===== src/rtl/fpu_mc_sequencer_pkg.sv =====
// Shared encodings for the multi-cycle FPU sequencer: op codes, FSM states
// and the canonical quiet NaN returned on error.
package fpu_mc_sequencer_pkg;

   typedef logic [1:0] op_t;

   localparam op_t OP_FDIV  = 2'b00;
   localparam op_t OP_FSQRT = 2'b01;

   localparam logic [31:0] QNAN = 32'h7FC00000;

   typedef enum logic [1:0] {
      S_IDLE = 2'b00,
      S_WAIT = 2'b01,
      S_DONE = 2'b10,
      S_GAP  = 2'b11
   } state_t;

   function automatic logic op_is_legal(input op_t op);
      return (op == OP_FDIV) || (op == OP_FSQRT);
   endfunction

endpackage


===== src/rtl/fpu_mc_sequencer_if.sv =====
// Issue, unit and writeback signals between the execute stage, the FDIV/FSQRT
// units and the sequencer. The sequencer uses the slave modport.
interface fpu_mc_sequencer_if;
   import fpu_mc_sequencer_pkg::*;

   logic        issue_valid_i;
   logic        issue_ready_o;
   op_t         issue_op_i;
   logic [4:0]  issue_rd_i;
   logic        flush_i;
   logic        divEnable_o;
   logic        sqrtEnable_o;
   logic        divReady_i;
   logic        sqrtReady_i;
   logic [31:0] divOut_i;
   logic [31:0] sqrtOut_i;
   logic        result_valid_o;
   logic        result_ready_i;
   logic [31:0] result_o;
   logic [4:0]  result_rd_o;
   logic        result_err_o;
   logic        busy_o;

   modport slave (
      input  issue_valid_i, issue_op_i, issue_rd_i, flush_i,
      input  divReady_i, sqrtReady_i, divOut_i, sqrtOut_i, result_ready_i,
      output issue_ready_o, divEnable_o, sqrtEnable_o,
      output result_valid_o, result_o, result_rd_o, result_err_o, busy_o
   );

   modport master (
      output issue_valid_i, issue_op_i, issue_rd_i, flush_i,
      output divReady_i, sqrtReady_i, divOut_i, sqrtOut_i, result_ready_i,
      input  issue_ready_o, divEnable_o, sqrtEnable_o,
      input  result_valid_o, result_o, result_rd_o, result_err_o, busy_o
   );

endinterface


===== src/rtl/fpu_mc_sequencer.sv =====
// Runs one FDIV/FSQRT op at a time: holds the unit enable until its ready
// pulse, returns the result over valid/ready, and keeps enables low between ops.
module fpu_mc_sequencer
   import fpu_mc_sequencer_pkg::*;
#(
   parameter int TIMEOUT_CYCLES = 64,
   parameter int GAP_CYCLES     = 1,
   parameter int CNT_W          = 7
) (
   input  logic                  clk_i,
   input  logic                  reset_i,
   fpu_mc_sequencer_if.slave     bus
);

   state_t            r_state;
   op_t               r_op;
   logic [4:0]        r_rd;
   logic [CNT_W-1:0]  r_cnt;
   logic              r_div_en;
   logic              r_sqrt_en;
   logic              r_valid;
   logic              r_acc;
   logic              r_err;
   logic [31:0]       r_result;

   logic              w_issue_ready;
   logic              w_hs;
   logic              w_sel_ready;
   logic [31:0]       w_sel_out;
   logic              w_timeout;
   logic              w_gap_done;
   logic              w_accept;

   // Accept a new op only from IDLE and never while a flush is pending.
   always_comb begin
      w_issue_ready = 1'b0;
      if ((r_state == S_IDLE) && !bus.flush_i) begin
         w_issue_ready = 1'b1;
      end else begin
         w_issue_ready = 1'b0;
      end
   end

   assign w_hs        = bus.issue_valid_i & w_issue_ready;
   assign w_sel_ready = (r_op == OP_FSQRT) ? bus.sqrtReady_i : bus.divReady_i;
   assign w_sel_out   = (r_op == OP_FSQRT) ? bus.sqrtOut_i   : bus.divOut_i;
   assign w_timeout   = (r_cnt == CNT_W'(TIMEOUT_CYCLES - 1));
   // The current cycle is itself an enable-low cycle, hence the +1.
   assign w_gap_done  = (({1'b0, r_cnt} + {{CNT_W{1'b0}}, 1'b1}) >= (CNT_W + 1)'(GAP_CYCLES));
   assign w_accept    = r_valid & bus.result_ready_i;

   // Sequencer state, shared timeout/gap counter, enables and result capture.
   always_ff @(posedge clk_i or negedge reset_i) begin
      if (!reset_i) begin
         r_state   <= S_IDLE;
         r_op      <= 2'b00;
         r_rd      <= 5'd0;
         r_cnt     <= '0;
         r_div_en  <= 1'b0;
         r_sqrt_en <= 1'b0;
         r_valid   <= 1'b0;
         r_acc     <= 1'b0;
         r_err     <= 1'b0;
         r_result  <= 32'h0000_0000;
      end else begin
         case (r_state)
            S_IDLE: begin
               if (w_hs) begin
                  r_op  <= bus.issue_op_i;
                  r_rd  <= bus.issue_rd_i;
                  r_cnt <= '0;
                  r_acc <= 1'b0;
                  if (op_is_legal(bus.issue_op_i)) begin
                     r_state   <= S_WAIT;
                     r_div_en  <= (bus.issue_op_i == OP_FDIV);
                     r_sqrt_en <= (bus.issue_op_i == OP_FSQRT);
                  end else begin
                     r_state  <= S_DONE;
                     r_valid  <= 1'b1;
                     r_result <= QNAN;
                     r_err    <= 1'b1;
                  end
               end
            end
            S_WAIT: begin
               if (bus.flush_i) begin
                  r_state   <= S_GAP;
                  r_div_en  <= 1'b0;
                  r_sqrt_en <= 1'b0;
                  r_cnt     <= '0;
               end else if (w_sel_ready || w_timeout) begin
                  r_state   <= S_DONE;
                  r_div_en  <= 1'b0;
                  r_sqrt_en <= 1'b0;
                  r_valid   <= 1'b1;
                  r_cnt     <= '0;
                  r_result  <= w_sel_ready ? w_sel_out : QNAN;
                  r_err     <= ~w_sel_ready;
               end else begin
                  r_cnt <= r_cnt + CNT_W'(1);
               end
            end
            S_DONE: begin
               if (bus.flush_i) begin
                  r_state  <= S_GAP;
                  r_valid  <= 1'b0;
                  r_acc    <= 1'b0;
                  r_cnt    <= '0;
                  r_result <= 32'h0000_0000;
                  r_err    <= 1'b0;
               end else begin
                  // Valid drops on acceptance even if the gap still holds us here.
                  if (w_accept) begin
                     r_valid <= 1'b0;
                     r_acc   <= 1'b1;
                  end
                  if ((r_acc || w_accept) && w_gap_done) begin
                     r_state <= S_IDLE;
                     r_acc   <= 1'b0;
                     r_cnt   <= '0;
                  end else if (!w_gap_done) begin
                     r_cnt <= r_cnt + CNT_W'(1);
                  end
               end
            end
            S_GAP: begin
               if (bus.flush_i) begin
                  r_cnt <= '0;
               end else if (w_gap_done) begin
                  r_state <= S_IDLE;
                  r_cnt   <= '0;
               end else begin
                  r_cnt <= r_cnt + CNT_W'(1);
               end
            end
            default: begin
               r_state   <= S_IDLE;
               r_div_en  <= 1'b0;
               r_sqrt_en <= 1'b0;
               r_valid   <= 1'b0;
            end
         endcase
      end
   end

   assign bus.issue_ready_o  = w_issue_ready;
   assign bus.divEnable_o    = r_div_en;
   assign bus.sqrtEnable_o   = r_sqrt_en;
   assign bus.result_valid_o = r_valid;
   assign bus.result_o       = r_result;
   assign bus.result_rd_o    = r_rd;
   assign bus.result_err_o   = r_err;
   assign bus.busy_o         = (r_state != S_IDLE);

endmodule

===== src/flat_wrapper.sv =====
// flat-port wrapper written by rule: the top's interface ports become plain ports
module fpu_mc_sequencer_flat import fpu_mc_sequencer_pkg::*;
#(
   parameter int TIMEOUT_CYCLES = 64,
   parameter int GAP_CYCLES     = 1,
   parameter int CNT_W          = 7
)
  (clk_i, reset_i, bus_issue_valid_i, bus_issue_op_i, bus_issue_rd_i, bus_flush_i, bus_divReady_i, bus_sqrtReady_i, bus_divOut_i, bus_sqrtOut_i, bus_result_ready_i, bus_issue_ready_o, bus_divEnable_o, bus_sqrtEnable_o, bus_result_valid_o, bus_result_o, bus_result_rd_o, bus_result_err_o, bus_busy_o);
  fpu_mc_sequencer_if bus_i ();
  input  logic clk_i;
  input  logic reset_i;
  input wire logic [$bits(bus_i.issue_valid_i)-1:0] bus_issue_valid_i;
  input wire logic [$bits(bus_i.issue_op_i)-1:0] bus_issue_op_i;
  input wire logic [$bits(bus_i.issue_rd_i)-1:0] bus_issue_rd_i;
  input wire logic [$bits(bus_i.flush_i)-1:0] bus_flush_i;
  input wire logic [$bits(bus_i.divReady_i)-1:0] bus_divReady_i;
  input wire logic [$bits(bus_i.sqrtReady_i)-1:0] bus_sqrtReady_i;
  input wire logic [$bits(bus_i.divOut_i)-1:0] bus_divOut_i;
  input wire logic [$bits(bus_i.sqrtOut_i)-1:0] bus_sqrtOut_i;
  input wire logic [$bits(bus_i.result_ready_i)-1:0] bus_result_ready_i;
  output wire logic [$bits(bus_i.issue_ready_o)-1:0] bus_issue_ready_o;
  output wire logic [$bits(bus_i.divEnable_o)-1:0] bus_divEnable_o;
  output wire logic [$bits(bus_i.sqrtEnable_o)-1:0] bus_sqrtEnable_o;
  output wire logic [$bits(bus_i.result_valid_o)-1:0] bus_result_valid_o;
  output wire logic [$bits(bus_i.result_o)-1:0] bus_result_o;
  output wire logic [$bits(bus_i.result_rd_o)-1:0] bus_result_rd_o;
  output wire logic [$bits(bus_i.result_err_o)-1:0] bus_result_err_o;
  output wire logic [$bits(bus_i.busy_o)-1:0] bus_busy_o;
  assign bus_i.issue_valid_i = bus_issue_valid_i;
  assign bus_i.issue_op_i = bus_issue_op_i;
  assign bus_i.issue_rd_i = bus_issue_rd_i;
  assign bus_i.flush_i = bus_flush_i;
  assign bus_i.divReady_i = bus_divReady_i;
  assign bus_i.sqrtReady_i = bus_sqrtReady_i;
  assign bus_i.divOut_i = bus_divOut_i;
  assign bus_i.sqrtOut_i = bus_sqrtOut_i;
  assign bus_i.result_ready_i = bus_result_ready_i;
  assign bus_issue_ready_o = bus_i.issue_ready_o;
  assign bus_divEnable_o = bus_i.divEnable_o;
  assign bus_sqrtEnable_o = bus_i.sqrtEnable_o;
  assign bus_result_valid_o = bus_i.result_valid_o;
  assign bus_result_o = bus_i.result_o;
  assign bus_result_rd_o = bus_i.result_rd_o;
  assign bus_result_err_o = bus_i.result_err_o;
  assign bus_busy_o = bus_i.busy_o;
  fpu_mc_sequencer #(.TIMEOUT_CYCLES(TIMEOUT_CYCLES), .GAP_CYCLES(GAP_CYCLES), .CNT_W(CNT_W)) u_core (.clk_i(clk_i), .reset_i(reset_i), .bus(bus_i));
endmodule

===== config.mk =====
export PLATFORM = sky130hd
export DESIGN_NAME = fpu_mc_sequencer_flat
export DESIGN_NICKNAME = d
export VERILOG_FILES = /design/src/rtl/fpu_mc_sequencer_pkg.sv /design/src/rtl/fpu_mc_sequencer_if.sv /design/src/rtl/fpu_mc_sequencer.sv /design/src/flat_wrapper.sv
export SDC_FILE = /design/constraint.sdc
export NUM_CORES = 1
export LEC_CHECK = 0
export ABC_AREA = 1
export ABC_CLOCK_PERIOD_IN_PS = 2800
export CORE_MARGIN = 10
export CORE_UTILIZATION = 44
export CTS_BUF_LIST = sky130_fd_sc_hd__clkbuf_16
export DETAILED_ROUTE_END_ITERATION = 12
export PLACE_DENSITY_LB_ADDON = 0.1
export SYNTH_ARGS = -nofsm -noshare
export SYNTH_HDL_FRONTEND = slang
export SYNTH_SLANG_ARGS = --single-unit

===== constraint.sdc =====
create_clock -name clk_i -period 2.8 [get_ports clk_i]
set_clock_uncertainty 0.2 [all_clocks]
set_input_delay 0.7 -clock clk_i [delete_from_list [all_inputs] [get_ports clk_i]]
set_output_delay 0.7 -clock clk_i [all_outputs]
set_load 0.005 [all_outputs]

==> flow_summary_export.csv <==
group,metric,value,unit
pwr,switching_share,36.65,%
worst_setup_path,reg2reg_to,"u_core.bus.result_o[9]",
final_layout,final_nets,569,
clock_tree,clockBufferDepth,2,
clock_tree,insertion_delay,0.29,ns
sta,finalMaxSlewViolations,0,
clock_tree,clk_pin_slew_worst_paths,0.07,ns
pwr,switching_power,1.428,mW
global_route,antenna_found_initial,0,
worst_setup_path,cp_slowest_cell,"clkdlybuf4s50_1",
placed_design,hpwl,6989,um
clock_tree,cts_setup_buffers,0,
synth,synth_compound_area_share,12.77,%
synth,synth_top_cell_area_share,42.83,%
pwr,powerDensity,848.9,nW/um^2
worst_setup_path,worst-endpoint-required,1.90,ns
die,fp-row-count,30,
sta,min_period,2.577,ns
die,core,6832,um^2
final_layout,antenna_cells,0,
sta,fmax,388.0,MHz
drt,vias_per_cell,4.871,
drt,vias,2825,
pwr,power.leakage,2.063,nW
synth,synth_fa_ha_area_share,3.232,%
worst_setup_path,crit_arrival,1.68,ns
synth,synth-edff-count,0,
synth,ys_warn_count,0,
placed_design,port_buffers,120,
global_route,grt_pass1_vias,2824,
pwr,p_int,2.467,mW
synth,synth-xor-area-share,0.2828,%
synth,syn_area_per_cell,8.578,um^2
worst_setup_path,path_cells,"inv_1 -> ha_2 -> inv_2 -> clkdlybuf4s50_1",
clock_tree,numClockSinks,53,
synth,synthMuxAreaShare,10.18,%
worst_setup_path,worstSetupPathType,"flop to primary output",
final_layout,seq_area,1326,um^2
final_layout,drive_gt1_share,15.70,%
worst_setup_path,cp-start-kind,"flop",
pwr,p_clk_share,20.5,%
sta,timing.final.crit_share,92.04,%
synth,synth_top_family_by_area,"simple AND/OR/NAND/NOR gates",
sta,hold_viol,0,
drt,finalWirelength,8817,um
synth,synthCells,361,
flow_run,maxCapViolCount,0,
sta,tightest_slew,0.5961,ns
placed_design,place.gp.congestion,0.9190,
drt,wl_per_cell,15.20,um
worst_setup_path,critPathMaxStageDelay,0.52,ns
sta,finalSetupViolations,0,
synth,yosysSeqAreaShare,42.83,%
synth,yosysUniqueCellTypes,34,
final_layout,final_common_cell,"clkdlybuf4s50_1",
worst_setup_path,path_buf_inv,3,
clock_tree,ctsHtreeMaxLevel,2,
drt,first_pass_iters,4,
min_path,hp-class,"input port to async pin",
worst_setup_path,r2r_start,"u_core.r_state[1]",
worst_setup_path,endpoint_kind,"primary output",
clock_tree,ctsHoldBuffers,0,
die,die_area,10790,um^2
final_layout,num-fill-cells,600,
worst_setup_path,cp_max_fo,6,
global_route,grt_overflow_total,0,
pwr,ir_drop,592.9,uV
drt,drtAntennaViolNets,0,
synth,ys_async_sr_fraction,100.0,%
drt,drtIter0Drc,119,
die,die_w,103.9,um
final_layout,syn_to_final_growth,48.16,%
die,io_pins,121,
synth,synth_seq_cells,53,
global_route,track_usage,15.94,%
synth,ys_dominant_reg_cell,"dfrtp_1",
die,initial_core_util,45.33,%
clock_tree,postCtsResizedCells,0,
pwr,power_frac_comb,50.7,%
synth,synth_top_area_cell,"dfrtp_1",
die,chipHeight,103.9,um
clock_tree,cts-buffers-inserted,5,
synth,synth_nets,447,
global_route,grt_pass1_wl,14380,um
synth,yosys.area_share.simple,23.15,%
outcome,status,"finished clean",
worst_setup_path,crit_family,"buffers and inverters",
global_route,grt_max_degree,42,
sta,whs,0.1482,ns
final_layout,multi_input_area,1539,um^2
sta,final.setup.tns,0,ns
clock_tree,cts_tree,"yes",
drt,route.detailed.drc,0,
pwr,p_seq_share,28.8,%
clock_tree,cts-root-buf,"clkbuf_16",
worst_setup_path,ff2ff_setup_slack,0.50,ns
final_layout,layout_common_cells,"clkdlybuf4s50_1, nand2_1, dfrtp_1",
worst_setup_path,r2r_cells,7,
sta,max_slew_margin,60.26,%
synth,ys_top_cells_by_area,"dfrtp_1, nand2_1, mux2_2",
sta,rsz0062_at_grt,"no",
synth,synthesis.area,3097,um^2
==> cells by family (layout without fill, tap and decap cells) <==
kind of cell,Yosys count,in the layout
flip-flops,53,53
adder cells (fa/ha/maj),8,8
AND/OR/NAND/NOR,159,159
XOR/XNOR,1,1
multiplexers,28,28
AO/OA/AOI/OAI,59,59
buffers and inverters,53,176
==> state kept, by name (all words and copies together), names as in the netlist, 2 cells and up <==
name / cells
u_core.bus.result_o: 32
u_core.bus.result_rd_o: 5
u_core.r_state: 2
u_core.r_cnt: 7
u_core.r_op: 2
==> per-layer routing <==
layer | vias to the layer above | part of all wire [%] | GRT usage [%]
met2 | 94 | 46 | 25.81
met3 | 8 | 5.3 | 4.027
met5 | - | 0 | 0
met1 | 1301 | 47 | 20.80
li1 | 1422 | - | -
met4 | 0 | 0.98 | 3.678
==> cell usage after synthesis (all sizes together), types with 8 or more instances <==
library cell and count:
a2bb2oi 9, buf 10, dfrtp 53, ha 8, inv 40, mux2 28
nand2 119, nand3 14, nor2 22, o211ai 9, o21ai 31
==> area by class of cell <==
type | count | area share, %
multi-input combinational | 255 | 33.54
sequential | 53 | 28.91
timing repair buffer | 128 | 27.43
inverter | 40 | 3.272
tap | 96 | 2.618
clock inverter | 3 | 1.500
clock buffer | 5 | 2.727
==> power groups by stage <==
stage               logic [mW]  clock network (mW)  registers, mW
finish                    1.97               0.798           1.12
global route              2.17               0.843           1.15
CTS                       2.00               0.815           1.12
detailed placement        1.99                   0           1.14
global placement          1.96                   0           1.13
floorplan                 1.25                   0           1.14
==> how the worst max path moves through the flow <==
| stage | start | to | slack (ns) | depth (start not counted) |
|---|---|---|---|---|
| 2_1_floorplan | u_core.r_state[0] | u_core.bus.result_o[10] | 0.82 | 10 |
| 3_3_place_gp | bus_flush_i | bus_issue_ready_o | 0.12 | 3 |
| 3_5_place_dp | bus_flush_i | bus_issue_ready_o | 0.12 | 3 |
| 4_1_cts | u_core.r_state[0] | bus_issue_ready_o | 0.05 | 5 |
| 5_1_grt | u_core.r_state[0] | bus_busy_o | 0.15 | 4 |
| 6_report | u_core.r_state[0] | bus_busy_o | 0.22 | 4 |
==> stage by stage <==
step	area (um^2)	utilization, %	setup WS [ns]	cells	power [mW]
after CTS	4583	67.09	0.05457	580	3.941
after floorplan	3097	-	0.8189	361	2.386
final	4588	67.16	0.2230	580	3.895
after global placement	4389	64.25	0.1193	572	3.086
after global routing	4588	67.16	0.1464	580	4.170
after detailed placement	4389	64.25	0.1156	572	3.128
No activity file was read; power rests on OpenSTA's default activity.
